$ cat src/rtl/tmds_decoder.sv
// TMDS channel decoder with control-token word alignment (bitslip search) and a 2-stage decode pipeline.
// Optional loss_count output is enabled by defining TMDS_DEC_LOSSCNT_EN.
`timescale 1ns/1ps
module tmds_decoder #(
    parameter int WINDOW      = 4096,
    parameter int TOKEN_RUN   = 8,
    parameter int SETTLE_CYC  = 16,
    parameter int LOSS_WINDOW = 1048576
) (
    input  logic       pixclk,
    input  logic       rst_n,
    input  logic [9:0] tmds_in,
    output logic       bitslip,
    output logic       locked,
    output logic [7:0] VD,
    output logic [1:0] CD,
    output logic       VDE
`ifdef TMDS_DEC_LOSSCNT_EN
    ,
    output logic [7:0] loss_count
`endif
);

    localparam int WIN_W  = (WINDOW > 1) ? $clog2(WINDOW) : 1;
    localparam int RUN_W  = $clog2(TOKEN_RUN + 1);
    localparam int SET_W  = $clog2(SETTLE_CYC + 1);
    localparam int LOSS_W = (LOSS_WINDOW > 1) ? $clog2(LOSS_WINDOW) : 1;

    localparam logic [1:0] HUNT   = 2'd0;
    localparam logic [1:0] SLIP   = 2'd1;
    localparam logic [1:0] SETTLE = 2'd2;
    localparam logic [1:0] LOCKED = 2'd3;

    function automatic logic is_token(input logic [9:0] s);
        return (s == 10'b1101010100) || (s == 10'b0010101011) ||
               (s == 10'b0101010100) || (s == 10'b1010101011);
    endfunction

    function automatic logic [1:0] token_cd(input logic [9:0] s);
        case (s)
            10'b0010101011: token_cd = 2'b01;
            10'b0101010100: token_cd = 2'b10;
            10'b1010101011: token_cd = 2'b11;
            default:        token_cd = 2'b00;
        endcase
    endfunction

    logic [1:0]        state;
    logic [RUN_W-1:0]  run;
    logic [RUN_W-1:0]  run_next;
    logic [WIN_W-1:0]  win;
    logic [SET_W-1:0]  settle;
    logic [LOSS_W-1:0] loss;
    logic              in_tok;
    logic              run_done;
    logic              loss_drop;

    // Run counter saturates at TOKEN_RUN so an unbroken token stream keeps completing runs every cycle.
    always_comb begin
        in_tok    = is_token(tmds_in);
        run_done  = in_tok && (run >= RUN_W'(TOKEN_RUN - 1));
        run_next  = '0;
        if (in_tok)
            run_next = run_done ? RUN_W'(TOKEN_RUN) : run + 1'b1;
        loss_drop = (state == LOCKED) && !run_done && (loss == LOSS_W'(LOSS_WINDOW - 1));
    end

    always_ff @(posedge pixclk or negedge rst_n) begin
        if (!rst_n) begin
            state  <= HUNT;
            run    <= '0;
            win    <= '0;
            settle <= '0;
            loss   <= '0;
        end else begin
            case (state)
                HUNT: begin
                    run <= run_next;
                    if (run_done) begin
                        state <= LOCKED;
                        win   <= '0;
                        loss  <= '0;
                    end else if (win == WIN_W'(WINDOW - 1)) begin
                        state <= SLIP;
                        win   <= '0;
                    end else begin
                        win <= win + 1'b1;
                    end
                end
                SLIP: begin
                    state  <= SETTLE;
                    settle <= '0;
                end
                SETTLE: begin
                    run <= '0;
                    win <= '0;
                    if (settle == SET_W'(SETTLE_CYC - 1))
                        state <= HUNT;
                    else
                        settle <= settle + 1'b1;
                end
                default: begin
                    run <= run_next;
                    if (run_done) begin
                        loss <= '0;
                    end else if (loss_drop) begin
                        state <= HUNT;
                        run   <= '0;
                        win   <= '0;
                        loss  <= '0;
                    end else begin
                        loss <= loss + 1'b1;
                    end
                end
            endcase
        end
    end

`ifdef TMDS_DEC_LOSSCNT_EN
    always_ff @(posedge pixclk or negedge rst_n) begin
        if (!rst_n)
            loss_count <= '0;
        else if (loss_drop && (loss_count != 8'hFF))
            loss_count <= loss_count + 8'd1;
    end
`endif

    logic [9:0] in_q;
    logic       dec_tok;
    logic [1:0] dec_cd;
    logic [7:0] dec_vd;
    logic [7:0] q;
    logic [7:0] vd_comb;
    logic       out_vde;
    logic [7:0] out_vd;
    logic [1:0] out_cd;

    always_comb begin
        q          = in_q[9] ? ~in_q[7:0] : in_q[7:0];
        vd_comb    = '0;
        vd_comb[0] = q[0];
        for (int unsigned i = 1; i < 8; i++)
            vd_comb[i] = in_q[8] ? (q[i] ^ q[i-1]) : ~(q[i] ^ q[i-1]);
    end

    always_ff @(posedge pixclk or negedge rst_n) begin
        if (!rst_n) begin
            in_q    <= '0;
            dec_tok <= 1'b0;
            dec_cd  <= '0;
            dec_vd  <= '0;
            out_vde <= 1'b0;
            out_vd  <= '0;
            out_cd  <= '0;
        end else begin
            in_q    <= tmds_in;
            dec_tok <= is_token(in_q);
            dec_cd  <= token_cd(in_q);
            dec_vd  <= vd_comb;
            out_vde <= ~dec_tok;
            out_vd  <= dec_tok ? 8'h00 : dec_vd;
            if (dec_tok)
                out_cd <= dec_cd;
        end
    end

    // Outputs are gated by the live state, so they follow lock changes without flushing the pipeline.
    assign locked  = (state == LOCKED);
    assign bitslip = (state == SLIP);
    assign VDE     = locked & out_vde;
    assign VD      = locked ? out_vd : 8'h00;
    assign CD      = locked ? out_cd : 2'b00;

endmodule

$ cat config.mk
export PLATFORM = sky130hd
export DESIGN_NAME = tmds_decoder
export DESIGN_NICKNAME = d
export VERILOG_FILES = /design/src/rtl/tmds_decoder.sv
export SDC_FILE = /design/constraint.sdc
export NUM_CORES = 1
export LEC_CHECK = 0
export ABC_AREA = 1
export CAP_MARGIN = 30
export CORE_MARGIN = 2
export CORE_UTILIZATION = 35
export DETAILED_ROUTE_END_ITERATION = 16
export SETUP_SLACK_MARGIN = 0.15
export SLEW_MARGIN = 20
export SYNTH_ARGS = -nofsm -noshare
export SYNTH_HDL_FRONTEND = slang
export SYNTH_SLANG_ARGS = --single-unit
$ cat constraint.sdc
create_clock -name pixclk -period 2 [get_ports pixclk]
set_input_delay 0.3 -clock pixclk [delete_from_list [all_inputs] [get_ports pixclk]]
set_output_delay 0.3 -clock pixclk [all_outputs]
set_load 0.03 [all_outputs]
==> results of run 1 <==
routing by layer:
metal | up-vias | GRT usage (%) | wire (microns)
li1 | 1764 | - | -
met1 | 1588 | 18.0 | 4000
met2 | 40 | 24.7 | 4170
met3 | 8 | 3.51 | 223
met4 | 0 | 5.12 | 110
met5 | - | 0 | 0
cell usage after synthesis (all sizes together):
cell type	n
a21oi	6
a31o	1
and3	1
buf	6
clkbuf	7
clkinv	2
dfrtp	75
ha	9
inv	78
nand2	148
nand3	38
nand3b	1
nand4	19
nor2	69
nor3	9
nor4	1
o21ai	31
o21bai	2
o22ai	1
or2	2
xnor2	7
xor2	18
placed cells by master, fill, tap and decap left out, types with 10 or more instances in the layout:
cell	count
nand3_1	38
nor2_1	64
inv_1	76
o21ai_2	11
o21ai_0	18
clkbuf_16	10
xor2_1	18
clkdlybuf4s50_1	10
buf_4	25
nand4_1	19
dfrtp_1	75
nand2_2	15
nand2_1	126
timing repair:
action                                  4_1_cts  5_1_grt
buffers inserted                              1        6
pin swaps                                     0        4
endpoints found under the setup margin       14       39
resized for setup                            30       41
endpoints found under the hold margin        29        0
hold buffers                                  1        0
cloned                                        0        1
final cells by class:
cell class                      count  area, sq um  area share [%]
Sequential cell                    75         1880            37.0
Clock buffer                       10          239            4.72
Multi-Input combinational cell    363         1930            38.2
Tap cell                          143          179            3.53
Inverter                           80          300            5.93
Clock inverter                      6         53.8            1.06
Timing Repair Buffer               54          483            9.53
state kept, by name, indices dropped and copies added, names as in the netlist:
register,cells
settle,5
dec_tok,1
win,12
dec_cd,2
out_vde,1
run,4
out_vd,8
in_q,10
dec_vd,8
loss,20
state,2
out_cd,2
stage by stage:
stage	TNS [ns]	power (mW)	hold WS, ns	utilization [%]
6_report	0	5.58	0.407	44.2
5_1_grt	0	5.93	0.396	44.2
4_1_cts	0	5.43	0.399	43.5
3_5_place_dp	-0.00802	3.82	0.274	40.7
3_3_place_gp	0	3.78	0.260	40.7
2_1_floorplan	0	3.09	0.00441	-
power by group through the flow:
| stage | Combinational [mW] | Clock, mW | Sequential (mW) |
|---|---|---|---|
| 2_1_floorplan | 1.26 | 0 | 1.83 |
| 3_3_place_gp | 1.91 | 0 | 1.86 |
| 3_5_place_dp | 1.95 | 0 | 1.87 |
| 4_1_cts | 1.97 | 1.63 | 1.84 |
| 5_1_grt | 2.37 | 1.70 | 1.87 |
| 6_report | 2.15 | 1.58 | 1.85 |
path summary, 6_finish.rpt:
| kind | start | endpoint | slack (ns) | depth (start not counted) |
|---|---|---|---|---|
| worst max register to register | loss[1]$_DFFE_PN0P_ | win[7]$_DFFE_PN0P_ | 0.19 | 13 |
| worst min register to register | dec_cd[1]$_DFF_PN0_ | out_cd[1]$_DFFE_PN0P_ | 0.45 | 2 |
| min in group asynchronous | rst_n | settle[2]$_DFFE_PN0P_ | 0.44 | 2 |
| worst min-delay path | tmds_in[9] | in_q[9]$_DFF_PN0_ | 0.41 | 1 |
| max in group asynchronous | rst_n | loss[11]$_DFFE_PN0P_ | 0.99 | 3 |
| worst max-delay path | loss[1]$_DFFE_PN0P_ | win[7]$_DFFE_PN0P_ | 0.19 | 13 |
cell families (layout without fill, tap and decap cells):
family          after synthesis  count (layout)  share of synthesized area [%]
fa+ha+maj                     9               9                           2.74
simple gates                288             288                           31.1
compound gates               41              41                           6.32
xor+xnor                     25              25                           5.32
buf+inv                      93             150                           8.97
flops                        75              75                           45.6
worst reg2reg max path: stages (launching register included):
cell and delay [ns]:
dfrtp_1 0.40, ha_2 0.21, nand2_2 0.07, nor2_4 0.16
nand2_4 0.09, nor2_4 0.12, nand2_2 0.07, nor2_4 0.09
nand2_2 0.07, nand2_2 0.08, nand2_4 0.08, buf_12 0.16
nand2_4 0.06, o21ai_4 0.05
==> flow_metrics.env, run 1 <==
export IMPL_finClkSkew_ns=0.00534
export IMPL_wl_per_cell_microns=11.6
export IMPL_worst_path_max_delay_cell="dfrtp_1"
export IMPL_ys_types=30
export IMPL_rsz0062_at_grt="true"
export IMPL_port_buffers=24
export IMPL_antenna_left=0
export IMPL_cpMostUsedCell="nand2_2"
export IMPL_power_density_nw_per_um2=1100
export IMPL_peakVddDrop_mv=0.605
export IMPL_pre_cts_ws_ns=-0.00507
export IMPL_startpoint_type="flip-flop"
export IMPL_cts_root_buf="clkbuf_16"
export IMPL_finalHoldViolCount=0
export IMPL_synthCells=531
export IMPL_cp_max_fo=7
export IMPL_setup_violations=0
export IMPL_crit_type="flip-flop to flip-flop"
export IMPL_dr_pass1_iters=4
export IMPL_cp_end_kind="flip-flop"
export IMPL_crit_chain="ha_2 -> nand2_2 -> nor2_4 -> nand2_4 -> nor2_4 -> nand2_2 -> nor2_4 -> nand2_2 -> nand2_2 -> nand2_4 -> buf_12 -> nand2_4 -> o21ai_4"
export IMPL_setup_ws_ns=0.190
export IMPL_stdcell_area_sq_um=5070
export IMPL_die_y_microns=112
export IMPL_cts_made_buffers=9
export IMPL_n_antenna_cell=0
export IMPL_hold_class="input pin to flip-flop"
export IMPL_power_frac_clock_pct=28.4
export IMPL_syn_area_per_cell_sq_um=7.75
export IMPL_period_minus_slack_ns=1.81
export IMPL_drive_gt1_share_pct=17.7
export IMPL_leakagePower_nw=2.55
export IMPL_worst_slew_pin_slew_ns=0.419
export IMPL_grt_pass1_vias=3395
export IMPL_fmax_ghz=0.552
export IMPL_grtUsageTotal_pct=14.5
export IMPL_coreArea_sq_um=11500
export IMPL_nets=604
export IMPL_num_io_pins=25
export IMPL_max_stage_delay_ns=0.40
export IMPL_synth_nets=552
export IMPL_viasPerCell=4.65
export IMPL_netlist_area_sq_um=4120
export IMPL_place_gp_congestion=0.861
export IMPL_nFillCells=1138
export IMPL_antenna_found_initial=0
export IMPL_synth_top_area_share_pct=45.6
export IMPL_worst_path_buf_inv=1
export IMPL_htreeDepth=3
export IMPL_dp_cells=706
export IMPL_post_dp_cell_area_sq_um=4670
export IMPL_ys_warn_count=0
export IMPL_rows=39
export IMPL_syn_to_final_growth_pct=23.1
export IMPL_combPwrFrac_pct=38.5
export IMPL_drv_slew=0
export IMPL_start_util_pct=35.9
export IMPL_overflow=0
export IMPL_vias=3400
export IMPL_dp_hpwl_microns=6030
export IMPL_cts_buffer_depth=2
export IMPL_die_w_microns=112
export IMPL_cp_top_family="simple AND/OR/NAND/NOR gates"
export IMPL_cts_sinks=75
export IMPL_switching_share_pct=38.7
export IMPL_wl_microns=8510
export IMPL_maxCapViolations=0
export IMPL_drc_errors=0
export IMPL_ys_ff_latch=75
export IMPL_cp_data_arrival_time_ns=2.04
export IMPL_synthTopCellsByArea="dfrtp_1 46%, nand2_1 12%, inv_1 7.0%"
export IMPL_slew_headroom_pct=72.1
export IMPL_grt_max_degree=47
export IMPL_power_net_switching_mw=2.16
export IMPL_synth_largest_area_cell="dfrtp_1"
export IMPL_clk_insertion_delay_late_ns=0.34
export IMPL_seqPwrFrac_pct=33.1
export IMPL_layoutNonFillerInstCount=731
export IMPL_ys_seq_area_share_pct=45.6
export IMPL_power_internal_mw=3.42
export IMPL_required_ns=2.23
export IMPL_grt_pass1_wl_microns=15100
export IMPL_cts_tree="built"
export IMPL_first_iter_violations=135
export IMPL_fin_crit_sh_pct=90.5
export IMPL_path_clk_slew_ns=0.06
export IMPL_run_status="complete, no violations"
export IMPL_dieArea_sq_um=12600
Power figures use the tool's default switching activity.
==> run 2, diff against run 1 <==
Settings changed: CORE_UTILIZATION 35 to 45.
==> run 2 against run 1 <==
Against the previous run:
- clock skew is 0.0070 ns higher
- non-clock buffer count is 4 higher
- power fell by 8.2%
- wire length fell by 1.6%
- register-to-register slack hardly changed
- worst setup slack gained 0.010 ns
- global-route usage increased by 3.1 points
- critical path type unchanged
- critical endpoint is now win[3]$_DFFE_PN0P_
==> flow_metrics.env, run 2 (synthesis gave the netlist of run 1 again) <==
export IMPL_hold_end="in_q[9]$_DFF_PN0_"
export IMPL_leakagePower_nw=2.51
export IMPL_cts_root_buf="clkbuf_8"
export IMPL_regMostFlops="loss"
export IMPL_power_net_switching_mw=2.10
export IMPL_rr_startpoint="loss[1]$_DFFE_PN0P_"
export IMPL_drv_slew=0
export IMPL_rr_endpoint="win[3]$_DFFE_PN0P_"
export IMPL_vias=3407
export IMPL_reg_top3="loss: 20 flops, win: 12 flops, in_q: 10 flops"
export IMPL_hold_class="input pin to flip-flop"
export IMPL_viasPerCell=4.87
export IMPL_path_clk_slew_ns=0.09
export IMPL_dp_hpwl_microns=5980
export IMPL_grt_pass1_vias=3059
export IMPL_cp_data_arrival_time_ns=2.04
export IMPL_cp_end_kind="flip-flop"
export IMPL_setup_ws_ns=0.200
export IMPL_start_util_pct=46.7
export IMPL_maxCapViolations=0
export IMPL_combPwrFrac_pct=42.2
export IMPL_cts_buffer_depth=2
export IMPL_htreeDepth=3
export IMPL_wl_per_cell_microns=12.0
export IMPL_place_gp_congestion=0.880
export IMPL_dieArea_sq_um=9930
export IMPL_reg2reg_slack_ns=0.20
export IMPL_grtUsageTotal_pct=17.6
export IMPL_overflow=0
export IMPL_cp_top_family="simple AND/OR/NAND/NOR gates"
export IMPL_worst_path_max_delay_cell="dfrtp_1"
export IMPL_nets=608
export IMPL_n_antenna_cell=0
export IMPL_rsz0062_at_grt="true"
export IMPL_antenna_found_initial=0
export IMPL_crit_chain="ha_2 -> nand2_2 -> nor2_4 -> nand2_4 -> nor2_4 -> nand2_2 -> nor2_4 -> nand2_2 -> nand2_2 -> nand2_4 -> buf_12 -> nand2_1 -> o21ai_2"
export IMPL_fin_crit_sh_pct=90.0
export IMPL_die_w_microns=99.6
export IMPL_crit_type="flip-flop to flip-flop"
export IMPL_worst_path_buf_inv=1
export IMPL_cp_max_fo=12
export IMPL_r2r_cells=13
export IMPL_worst_slew_pin_slew_ns=0.539
export IMPL_rows=34
export IMPL_startpoint_type="flip-flop"
export IMPL_setup_violations=0
export IMPL_layout_common_cells="127 x nand2_1, 76 x inv_1, 75 x dfrtp_1"
export IMPL_slew_headroom_pct=64.1
export IMPL_port_buffers=24
export IMPL_switching_share_pct=41.0
export IMPL_power_density_nw_per_um2=1030
export IMPL_seqPwrFrac_pct=35.9
export IMPL_fmax_ghz=0.556
export IMPL_cts_made_buffers=9
export IMPL_min_from="tmds_in[9]"
export IMPL_cts_sinks=75
export IMPL_finClkSkew_ns=0.0123
export IMPL_cts_tree="built"
export IMPL_holdWs_ns=0.376
export IMPL_run_status="complete, no violations"
export IMPL_clk_insertion_delay_late_ns=0.35
export IMPL_wl_microns=8370
export IMPL_syn_to_final_growth_pct=20.8
export IMPL_cpMostUsedCell="nand2_2"
export IMPL_peakVddDrop_mv=0.626
export IMPL_antenna_left=0
export IMPL_dr_pass1_iters=4
export IMPL_grt_pass1_wl_microns=14000
export IMPL_pre_cts_ws_ns=0.000742
export IMPL_coreArea_sq_um=8810
export IMPL_grt_max_degree=42
export IMPL_final_common_cell="nand2_1"
export IMPL_power_frac_clock_pct=21.9
export IMPL_holdPathStages=1
export IMPL_num_io_pins=25
export IMPL_die_y_microns=99.6
export IMPL_period_minus_slack_ns=1.80
export IMPL_finalHoldViolCount=0
export IMPL_first_iter_violations=111
export IMPL_power_internal_mw=3.02
export IMPL_setup_tns_ns=0
export IMPL_nFillCells=826
export IMPL_max_stage_delay_ns=0.40
export IMPL_drive_gt1_share_pct=18.1
export IMPL_post_route_util_pct=56.5
export IMPL_required_ns=2.24
export IMPL_largest_reg_flops=20
export IMPL_drc_errors=0
## run 2: worst max path at each step
stage / startpoint / end / slack (ns) / depth (start not counted)
5_1_grt: loss[1]$_DFFE_PN0P_ / win[3]$_DFFE_PN0P_ / 0.06 / 13
3_5_place_dp: tmds_in[1] / loss[3]$_DFFE_PN0P_ / 0.0007 / 12
3_3_place_gp: tmds_in[1] / loss[11]$_DFFE_PN0P_ / 0.03 / 12
2_1_floorplan: settle[0]$_DFFE_PN0P_ / settle[3]$_DFFE_PN0P_ / 0.23 / 10
6_report: loss[1]$_DFFE_PN0P_ / win[3]$_DFFE_PN0P_ / 0.20 / 13
4_1_cts: state[0]$_DFFE_PN0P_ / run[2]$_DFFE_PN0N_ / 0.06 / 7
## run 2: metal layers
metal,GRT usage (%),share of wire [%],up-vias
met1,23.7,48,1572
met3,4.01,3.5,9
met4,4.53,1.3,0
met2,28.9,47,53
met5,0,0,-
li1,-,-,1773
## run 2: final cells by class
type / count / area, sq um / share of cell area (%)
multi-input cells: 363 / 1930 / 38.8
flip-flops and latches: 75 / 1880 / 37.7
repair buffers: 58 / 542 / 10.9
inverters: 80 / 304 / 6.11
well taps: 108 / 135 / 2.72
clock buffers: 9 / 124 / 2.49
clock inverters: 7 / 63.8 / 1.28
## run 2: stage by stage
stage | cell area [sq um] | std cells | total power, mW
finish | 4970 | 700 | 5.12
global route | 4970 | 700 | 5.48
CTS | 4860 | 691 | 4.94
detailed placement | 4640 | 673 | 3.80
global placement | 4640 | 673 | 3.78
floorplan | 4120 | 531 | 3.09
## run 2: worst reg2reg max path: cells and delay by family (launching register included)
family | cells | cell delay [ns]
adders and majority gates | 1 | 0.21
buffers and inverters | 1 | 0.16
AOI/OAI and AO/OA | 1 | 0.05
and+or+nand+nor | 10 | 0.90
DFF | 1 | 0.40
## run 2: what timing repair did
item | 4_1_cts | 5_1_grt
endpoints found under the setup margin | 18 | 50
gates cloned | 0 | 1
hold buffers | 1 | 0
pin swaps | 0 | 5
resized for setup | 34 | 33
setup buffers | 1 | 8
hold endpoints to repair | 39 | 0
## run 2: power by group through the flow
stage	clock network, mW	logic, mW	registers [mW]
after floorplan	0	1.26	1.83
after global placement	0	1.92	1.86
after detailed placement	0	1.94	1.86
after CTS	1.16	1.95	1.83
after global routing	1.23	2.39	1.86
final	1.12	2.16	1.84
